**config.mk**
```make
export PLATFORM = sky130hd
export DESIGN_NAME = fetch_stage
export DESIGN_NICKNAME = d
export VERILOG_FILES = /design/src/rtl/fetch_stage.sv
export SDC_FILE = /design/constraint.sdc
export NUM_CORES = 1
export LEC_CHECK = 0
export CELL_PAD_IN_SITES_DETAIL_PLACEMENT = 1
export CELL_PAD_IN_SITES_GLOBAL_PLACEMENT = 1
export CORE_ASPECT_RATIO = 1.1
export CORE_MARGIN = 3
export CORE_UTILIZATION = 40
export CTS_CLUSTER_SIZE = 40
export DETAILED_ROUTE_END_ITERATION = 10
export GPL_ROUTABILITY_DRIVEN = 1
export GPL_TIMING_DRIVEN = 0
export PLACE_DENSITY = 0.85
export SLEW_MARGIN = 5
export SYNTH_ARGS = -nofsm -noshare
export SYNTH_HDL_FRONTEND = slang
export SYNTH_SLANG_ARGS = --single-unit
```
**constraint.sdc**
```tcl
create_clock -name clk -period 3.25 [get_ports clk]
set_input_delay 0.4875 -clock clk [delete_from_list [all_inputs] [get_ports clk]]
set_output_delay 0.4875 -clock clk [all_outputs]
set_load 0.03 [all_outputs]
```
**src/rtl/fetch_stage.sv**
```systemverilog
// ---------------------------------------------------------------------------
// fetch_stage
//   Instruction fetch stage with a single outstanding request to instruction
//   memory and an IF/ID pipeline register feeding decode.
//
//   Ports
//     clk            clock, all state updates on the rising edge
//     rst_n          asynchronous active-low reset
//     PC_write       hazard unit: 0 = hold PC
//     IF_ID_write    hazard unit: 0 = hold IF/ID contents
//     branch_taken   resolved redirect (one-cycle pulse)
//     branch_target  redirect address, sampled with branch_taken
//     imem_req       fetch request (decoded from state)
//     imem_addr      fetch address (the PC register)
//     imem_ready     fetch complete, imem_rdata valid this cycle
//     imem_rdata     fetched instruction word
//     IF_ID_pc       PC of the instruction held in IF/ID
//     IF_ID_instr    instruction held in IF/ID
//     IF_ID_valid    1 = real instruction, 0 = bubble
//
//   States: IDLE (after reset), REQ (fetching at PC), DROP (a redirect arrived
//   while a fetch was pending; that fetch completes and is thrown away, then
//   fetching restarts at the captured redirect target).
// ---------------------------------------------------------------------------
module fetch_stage #(
   parameter logic [31:0] RESET_PC = 32'h0000_0000,
   parameter int unsigned PC_STEP  = 4
) (
   input  logic        clk,
   input  logic        rst_n,
   input  logic        PC_write,
   input  logic        IF_ID_write,
   input  logic        branch_taken,
   input  logic [31:0] branch_target,
   output logic        imem_req,
   output logic [31:0] imem_addr,
   input  logic        imem_ready,
   input  logic [31:0] imem_rdata,
   output logic [31:0] IF_ID_pc,
   output logic [31:0] IF_ID_instr,
   output logic        IF_ID_valid
);

   localparam logic [31:0] PC_INC = 32'(PC_STEP);

   typedef enum logic [1:0] {
      IDLE = 2'd0,
      REQ  = 2'd1,
      DROP = 2'd2
   } state_t;

   state_t      state_r,       state_s;
   logic [31:0] pc_r,          pc_s;
   logic [31:0] redirect_r,    redirect_s;
   logic [31:0] ifid_pc_r,     ifid_pc_s;
   logic [31:0] ifid_instr_r,  ifid_instr_s;
   logic        ifid_valid_r,  ifid_valid_s;

   // Next-state and next-register computation; every register holds by default.
   always_comb begin
      state_s      = state_r;
      pc_s         = pc_r;
      redirect_s   = redirect_r;
      ifid_pc_s    = ifid_pc_r;
      ifid_instr_s = ifid_instr_r;
      ifid_valid_s = ifid_valid_r;

      case (state_r)
         IDLE: begin
            // Leave IDLE unconditionally on the first edge after reset.
            state_s = REQ;
            if (branch_taken) begin
               pc_s         = branch_target;
               ifid_valid_s = 1'b0;
            end else if (IF_ID_write) begin
               ifid_valid_s = 1'b0;
            end else begin
               ifid_valid_s = ifid_valid_r;
            end
         end

         REQ: begin
            if (branch_taken) begin
               // Redirect overrides any stall.
               ifid_valid_s = 1'b0;
               if (imem_ready) begin
                  pc_s = branch_target;
               end else begin
                  // Fetch still in flight: keep the address stable, finish it
                  // in DROP and restart from the captured target afterwards.
                  redirect_s = branch_target;
                  state_s    = DROP;
               end
            end else if (imem_ready && PC_write && IF_ID_write) begin
               ifid_pc_s    = pc_r;
               ifid_instr_s = imem_rdata;
               ifid_valid_s = 1'b1;
               pc_s         = pc_r + PC_INC;
            end else if (IF_ID_write) begin
               // No word accepted this cycle (waiting, or PC stalled): bubble.
               ifid_valid_s = 1'b0;
            end else begin
               ifid_valid_s = ifid_valid_r;
            end
         end

         DROP: begin
            ifid_valid_s = 1'b0;
            // Latest redirect wins, including one arriving with the response.
            if (branch_taken) begin
               redirect_s = branch_target;
            end else begin
               redirect_s = redirect_r;
            end
            if (imem_ready) begin
               state_s = REQ;
               if (branch_taken) begin
                  pc_s = branch_target;
               end else begin
                  pc_s = redirect_r;
               end
            end else begin
               state_s = DROP;
            end
         end

         default: begin
            state_s      = IDLE;
            pc_s         = RESET_PC;
            ifid_valid_s = 1'b0;
         end
      endcase
   end

   // State, PC, redirect and IF/ID registers with asynchronous reset.
   always_ff @(posedge clk or negedge rst_n) begin
      if (!rst_n) begin
         state_r      <= IDLE;
         pc_r         <= RESET_PC;
         redirect_r   <= 32'h0000_0000;
         ifid_pc_r    <= 32'h0000_0000;
         ifid_instr_r <= 32'h0000_0000;
         ifid_valid_r <= 1'b0;
      end else begin
         state_r      <= state_s;
         pc_r         <= pc_s;
         redirect_r   <= redirect_s;
         ifid_pc_r    <= ifid_pc_s;
         ifid_instr_r <= ifid_instr_s;
         ifid_valid_r <= ifid_valid_s;
      end
   end

   // Request decodes from state only; the address is the PC register, which
   // is not updated while a fetch is outstanding, so it stays stable.
   assign imem_req    = (state_r != IDLE);
   assign imem_addr   = pc_r;
   assign IF_ID_pc    = ifid_pc_r;
   assign IF_ID_instr = ifid_instr_r;
   assign IF_ID_valid = ifid_valid_r;

endmodule

```
==> results.json, run 1 <==
{
  "antennaDiodeCount": 0,
  "status": "complete, no violations",
  "cpPeakStageDelay_ns": 0.53,
  "core_mm2": 0.01586,
  "p_per_area_mw_per_mm2": 877.5,
  "post_cts.repair.setup_buffers": 0,
  "start_kind": "input pin",
  "arrival_ns": 3.22,
  "period_share_pct": 89.25,
  "drt_iter0_drc": 471,
  "fmax_mhz": 344.8,
  "hold_path.class": "in -> async",
  "critPathCaptureType": "flip-flop",
  "area_growth_pct": 39.05,
  "worstMarginPinSlew_ns": 0.9149,
  "synth_ff_type": "dfrtp_1",
  "critical-path-top-delay-family": "buffers and inverters",
  "ctsHoldBuffers": 0,
  "cp_max_fo": 10,
  "pin_count": 168,
  "postRouteAntennaNets": 0,
  "final_util_pct": 57.30,
  "root_buffer": "clkbuf_16",
  "worstSkewPairLatency_ns": 0.43,
  "synth_area_per_cell_um2": 9.281,
  "syn_inst": 704,
  "setup_viol": 0,
  "synth_edf_count": 0,
  "grt_overflow": 0,
  "post-route-min-period_ns": 2.901,
  "synth_fp_nets": 775,
  "place_hpwl_mm": 16.92,
  "finalInstanceArea_mm2": 0.009085,
  "leakagePower_nw": 3.999,
  "numCtsBuffers": 17,
  "finalHoldViolCount": 0,
  "required_ns": 3.57,
  "synthArstFlopShare_pct": 100.0,
  "p_total_mw": 7.972,
  "fill_cells": 1803,
  "worst_hold_slack_ns": 0.05697,
  "via_per_inst": 5.611,
  "path_cells": "clkdlybuf4s50_1 > clkbuf_1 > nor2b_1 > nand4_1 > clkbuf_1 > clkbuf_1 > nand2_1 > nand2_1",
  "vias": 6195,
  "grt_usage_pct": 26.98,
  "ys_ff_latch": 131,
  "cts_buffer_depth": 2,
  "worst_path_max_delay_cell": "clkdlybuf4s50_1",
  "yosysSeqAreaShare_pct": 50.17,
  "drive_above_1_share_pct": 11.06,
  "grt_pass1_wl_mm": 37.70,
  "start_util_pct": 41.21,
  "dp_slack_ns": -0.009143,
  "drv_cap": 0,
  "ys_types": 62,
  "slew_violations": 0,
  "gp_congestion": 0.8716,
  "setup_ws_ns": 0.3494,
  "grt_max_degree": 70,
  "wl_per_cell_um": 21.25,
  "drtPass1Iterations": 5,
  "drt-total-wl_mm": 23.46,
  "dieWidth_um": 127.9,
  "max_slew_margin_pct": 38.44,
  "fin_skew_ns": 0.005256,
  "clk_pin_slew_ns": 0.06,
  "cts_resized": 0,
  "die_height_um": 140.0,
  "first_global_vias": 6858,
  "dieArea_mm2": 0.01791,
  "fin_nets": 962,
  "path_class": "in -> reg",
  "num_rows": 48,
  "rsz0062_at_grt": "no",
  "grt_antenna_before_repair": 0,
  "drc": 0,
  "ctsHtreeMaxLevel": 4,
  "synthesis.area_mm2": 0.006534,
  "ir_drop_uv": 473.5,
  "cts_tree": "done",
  "ys.warnings.count": 0,
  "crit_top_cell": "clkbuf_1",
  "port_buffers": 167,
  "worst-path-buf-inv": 4,
  "postPlaceCellArea_mm2": 0.008484,
  "clock-sinks": 131
}
-- layout by cell type, fill, tap and decap left out, drive strengths merged, types with 3 or more instances in the layout --
cell type	Yosys	final
o211a	6	6
o2bb2ai	7	7
nor2b	8	8
buf	16	18
o211ai	9	9
o221ai	5	5
mux2	35	35
o21a	3	3
and3	5	5
nor3	11	11
a21o	3	3
a31oi	4	4
a22oi	5	5
bufinv	0	3
mux2i	15	15
dfrtp	131	131
a221oi	3	3
nor4	8	8
a222oi	5	5
nand2b	7	7
nand4	12	12
inv	12	13
o22ai	5	5
clkdlybuf4s50	0	166
nor2	37	37
nand2	203	203
clkbuf	29	47
nand3	10	10
o21ai	52	52
a21oi	19	19
clkinv	1	9
xor2	4	4
-- synth_stat cells (3+ instances only) --
library cell  count  share of area, %
a222oi_1          5              0.77
o21ai_0          48               3.7
nand2b_1          7              0.67
o22ai_1           5              0.48
and3_1            5              0.48
nand2_1         203                12
a221oi_1          3              0.40
nand3_1           9              0.69
nor2b_1           8              0.77
o21ai_1           4              0.31
nor4_1            8              0.77
dfrtp_1         131                50
nor3_1           11              0.84
mux2i_1          15               2.3
a21o_1            3              0.34
buf_4             3              0.34
o211ai_1          9               1.0
o221ai_1          5              0.67
a31oi_1           4              0.38
nor2_1           36               2.1
inv_1            12              0.69
a22oi_1           5              0.57
mux2_2           35               6.0
clkbuf_1         24               1.4
buf_2            11              0.84
o211a_1           6              0.92
clkbuf_8          5               1.1
xor2_1            4              0.54
a21oi_1          19               1.5
o21a_1            3              0.34
o2bb2ai_1         7              0.94
nand4_1          10              0.96
-- registers in the layout, summed over array words and instances (netlist names) --
register and flops:
state_r 2, imem_addr 32, redirect_r 32, IF_ID_pc 32, IF_ID_instr 32, IF_ID_valid 1
-- through the flow --
stage	TNS, ns	std cells
finish	0	1104
global route	0	1104
CTS	0	1104
detailed placement	-0.01304	1072
global placement	-461.86	1071
floorplan	0	704
-- cells by family (layout without fill, tap and decap cells) --
logic type / Yosys count / after routing / synth area share (%)
XOR/XNOR: 6 / 6 / 0.8043
adder cells (fa/ha/maj): 1 / 1 / 0.1915
AND/OR/NAND/NOR: 314 / 314 / 21.26
AO/OA/AOI/OAI: 144 / 144 / 14.65
multiplexers: 50 / 50 / 8.330
flip-flops: 131 / 131 / 50.17
buffers and inverters: 58 / 258 / 4.596
-- cell type report --
cell class                      count  area (um^2)  area share, %
Buffer                             45        251.5          2.768
Clock buffer                       18        439.2          4.834
Clock inverter                     14        161.4          1.777
Inverter                           13        48.80         0.5371
Multi-Input combinational cell    515         2955          32.53
Sequential cell                   131         3278          36.08
Tap cell                          200        250.2          2.754
Timing Repair Buffer              168         1700          18.72
-- final timing paths --
| path | start | end | slack [ns] | cells past startpoint |
|---|---|---|---|---|
| hold / removal | rst_n | IF_ID_instr[18] | 0.06 | 1 |
| setup reg to reg | state_r[1] | imem_addr[17] | 0.54 | 7 |
| hold reg to reg | IF_ID_instr[1] | IF_ID_instr[1] | 0.48 | 2 |
| min in group clk | IF_ID_instr[1] | IF_ID_instr[1] | 0.48 | 2 |
| setup / recovery | imem_ready | IF_ID_instr[18] | 0.35 | 8 |
| max in group asynchronous | rst_n | IF_ID_instr[4] | 2.41 | 2 |
-- power by group --
part           total [mW]  switching, mW  leakage, nW  internal, mW
registers            2.73          0.502         1.59          2.23
logic                3.27           1.92         2.12          1.35
clock network        1.97          0.750        0.296          1.22
total                7.97           3.17         4.00          4.80
-- routing by layer --
layer | vias up | track usage (%) | part of all wire, %
li1 | 2834 | - | -
met2 | 200 | 45.23 | 51
met3 | 46 | 4.653 | 4.5
met4 | 0 | 11.84 | 3.1
met1 | 3115 | 34.14 | 41
met5 | - | 0 | 0
Power figures use the tool's default switching activity.
==> run 2: changes to the inputs <==
--- a/config.mk
+++ b/config.mk
@@ -8,7 +8,7 @@
 export CELL_PAD_IN_SITES_DETAIL_PLACEMENT = 1
 export CELL_PAD_IN_SITES_GLOBAL_PLACEMENT = 1
 export CORE_ASPECT_RATIO = 1.1
-export CORE_MARGIN = 3
+export CORE_MARGIN = 1.5
 export CORE_UTILIZATION = 40
 export CTS_CLUSTER_SIZE = 40
 export DETAILED_ROUTE_END_ITERATION = 10
==> run 2 against run 1 <==
  * Count of clock-buffer cells in the layout is 3 higher
  * Total power is 2.2% higher
  * Register-to-register slack hardly changed
  * First-iteration DRC count is 2.3% higher
  * Clock power is 8% higher
  * Via count is 1.7% higher
  * Critical path type unchanged
==> results.json, run 2 (synthesized netlist as in run 1, its figures left out) <==
{
  "final_util_pct": 57.65,
  "required_ns": 3.57,
  "wl_per_cell_um": 21.72,
  "switching_power_mw": 3.189,
  "grt_antenna_before_repair": 0,
  "drc": 0,
  "cts_resized": 0,
  "start_util_pct": 41.21,
  "post-route-min-period_ns": 2.886,
  "leakagePower_nw": 4.019,
  "dieArea_mm2": 0.01711,
  "p_sw_share_pct": 39.15,
  "via_per_inst": 5.707,
  "drv_cap": 0,
  "fill_cells": 1779,
  "area_growth_pct": 39.89,
  "first_global_vias": 6704,
  "pin_count": 168,
  "drtPass1Iterations": 5,
  "ctsHoldBuffers": 0,
  "period_share_pct": 88.80,
  "vias": 6300,
  "cpPeakStageDelay_ns": 0.55,
  "finalHoldViolCount": 0,
  "port_buffers": 167,
  "clkPwrFrac_pct": 26.1,
  "layout_common_cells": "203 x nand2_1, 166 x clkdlybuf4s50_1, 131 x dfrtp_1",
  "core_mm2": 0.01586,
  "grt_pass1_wl_mm": 37.53,
  "crit_top_cell": "clkbuf_1",
  "grt_usage_pct": 28.38,
  "critPathCaptureType": "flip-flop",
  "worst_path_max_delay_cell": "clkdlybuf4s50_1",
  "postRouteAntennaNets": 0,
  "post_cts.repair.setup_buffers": 0,
  "p_int_mw": 4.956,
  "die_height_um": 137.0,
  "root_buffer": "clkbuf_16",
  "arrival_ns": 3.20,
  "power_frac_seq_pct": 33.6,
  "drive_above_1_share_pct": 11.06,
  "path_cells": "clkdlybuf4s50_1 > clkbuf_1 > nor2b_1 > nand4_1 > clkbuf_1 > clkbuf_1 > nand2_1 > nand2_1",
  "clock-sinks": 131,
  "fin_skew_ns": 0.01297,
  "cp_max_fo": 10,
  "ir_drop_uv": 419.3,
  "worstMarginPinSlew_ns": 0.8998,
  "gp_congestion": 0.8863,
  "antennaDiodeCount": 0,
  "combPwrFrac_pct": 40.3,
  "numCtsBuffers": 17,
  "drt_iter0_drc": 482,
  "fin_nets": 962,
  "cts_buffer_depth": 2,
  "hold_path.class": "in -> async",
  "p_per_area_mw_per_mm2": 891.1,
  "ctsHtreeMaxLevel": 4,
  "max_slew_margin_pct": 39.46,
  "status": "complete, no violations",
  "dieWidth_um": 124.9,
  "rsz0062_at_grt": "no",
  "start_kind": "input pin",
  "path_class": "in -> reg",
  "worst_hold_slack_ns": 0.01387,
  "place_hpwl_mm": 16.79,
  "dp_slack_ns": -0.007335,
  "worstSkewPairLatency_ns": 0.43,
  "setup_viol": 0,
  "grt_max_degree": 76,
  "slew_violations": 0,
  "setup_ws_ns": 0.3640,
  "num_rows": 48,
  "fin_cells": 1104,
  "dp.cells": 1072,
  "p_total_mw": 8.144,
  "clk_pin_slew_ns": 0.06,
  "drt-total-wl_mm": 23.98,
  "cts_tree": "done",
  "grt_overflow": 0,
  "final_common_cell": "nand2_1",
  "fmax_mhz": 346.5
}
[run 2: cell type report]
type | count | area [um^2] | area share [%]
multi-input cells | 515 | 2955 | 32.33
flip-flops and latches | 131 | 3278 | 35.87
clock buffers | 21 | 480.5 | 5.257
inverters | 13 | 48.80 | 0.5339
clock inverters | 11 | 175.2 | 1.916
plain buffers | 45 | 251.5 | 2.752
repair buffers | 168 | 1700 | 18.60
well taps | 200 | 250.2 | 2.738
[run 2: path summary, 6_finish.rpt]
check                              from               to  slack [ns]  depth (start not counted)
max                          imem_ready  IF_ID_instr[18]        0.36                          8
min                               rst_n  IF_ID_instr[19]        0.01                          1
max reg2reg                  state_r[0]  IF_ID_instr[18]        0.55                          7
min reg2reg                IF_ID_pc[20]     IF_ID_pc[20]        0.47                          2
max in group asynchronous         rst_n    imem_addr[23]        2.43                          2
min in group clk           IF_ID_pc[20]     IF_ID_pc[20]        0.47                          2
[run 2: stage by stage]
stage | TNS, ns | area (um^2)
finish | 0 | 9140
global route | 0 | 9140
CTS | 0 | 9140
detailed placement | -0.007335 | 8484
global placement | -458.82 | 8456
floorplan | 0 | 6534
[run 2: power by group through the flow]
stage                     registers, mW  logic, mW  clock network (mW)
final                              2.73       3.29                2.12
after global routing               2.81       3.48                2.22
after CTS                          2.73       3.30                2.14
after detailed placement           2.74       3.25                   0
after global placement             2.69       3.14                   0
after floorplan                    3.54      0.936                   0
[run 2: per-layer routing]
metal  share of wire (%)  track usage, %
met5                   0               0
met4                 2.9           10.67
met3                 5.5           5.473
met2                  51           49.79
met1                  40           34.97
[run 2: worst max-delay path: cells and delay by family]
kind                   cells  cell delay, ns
AND/OR/NAND/NOR            4            1.02
buffers and inverters      4            1.68
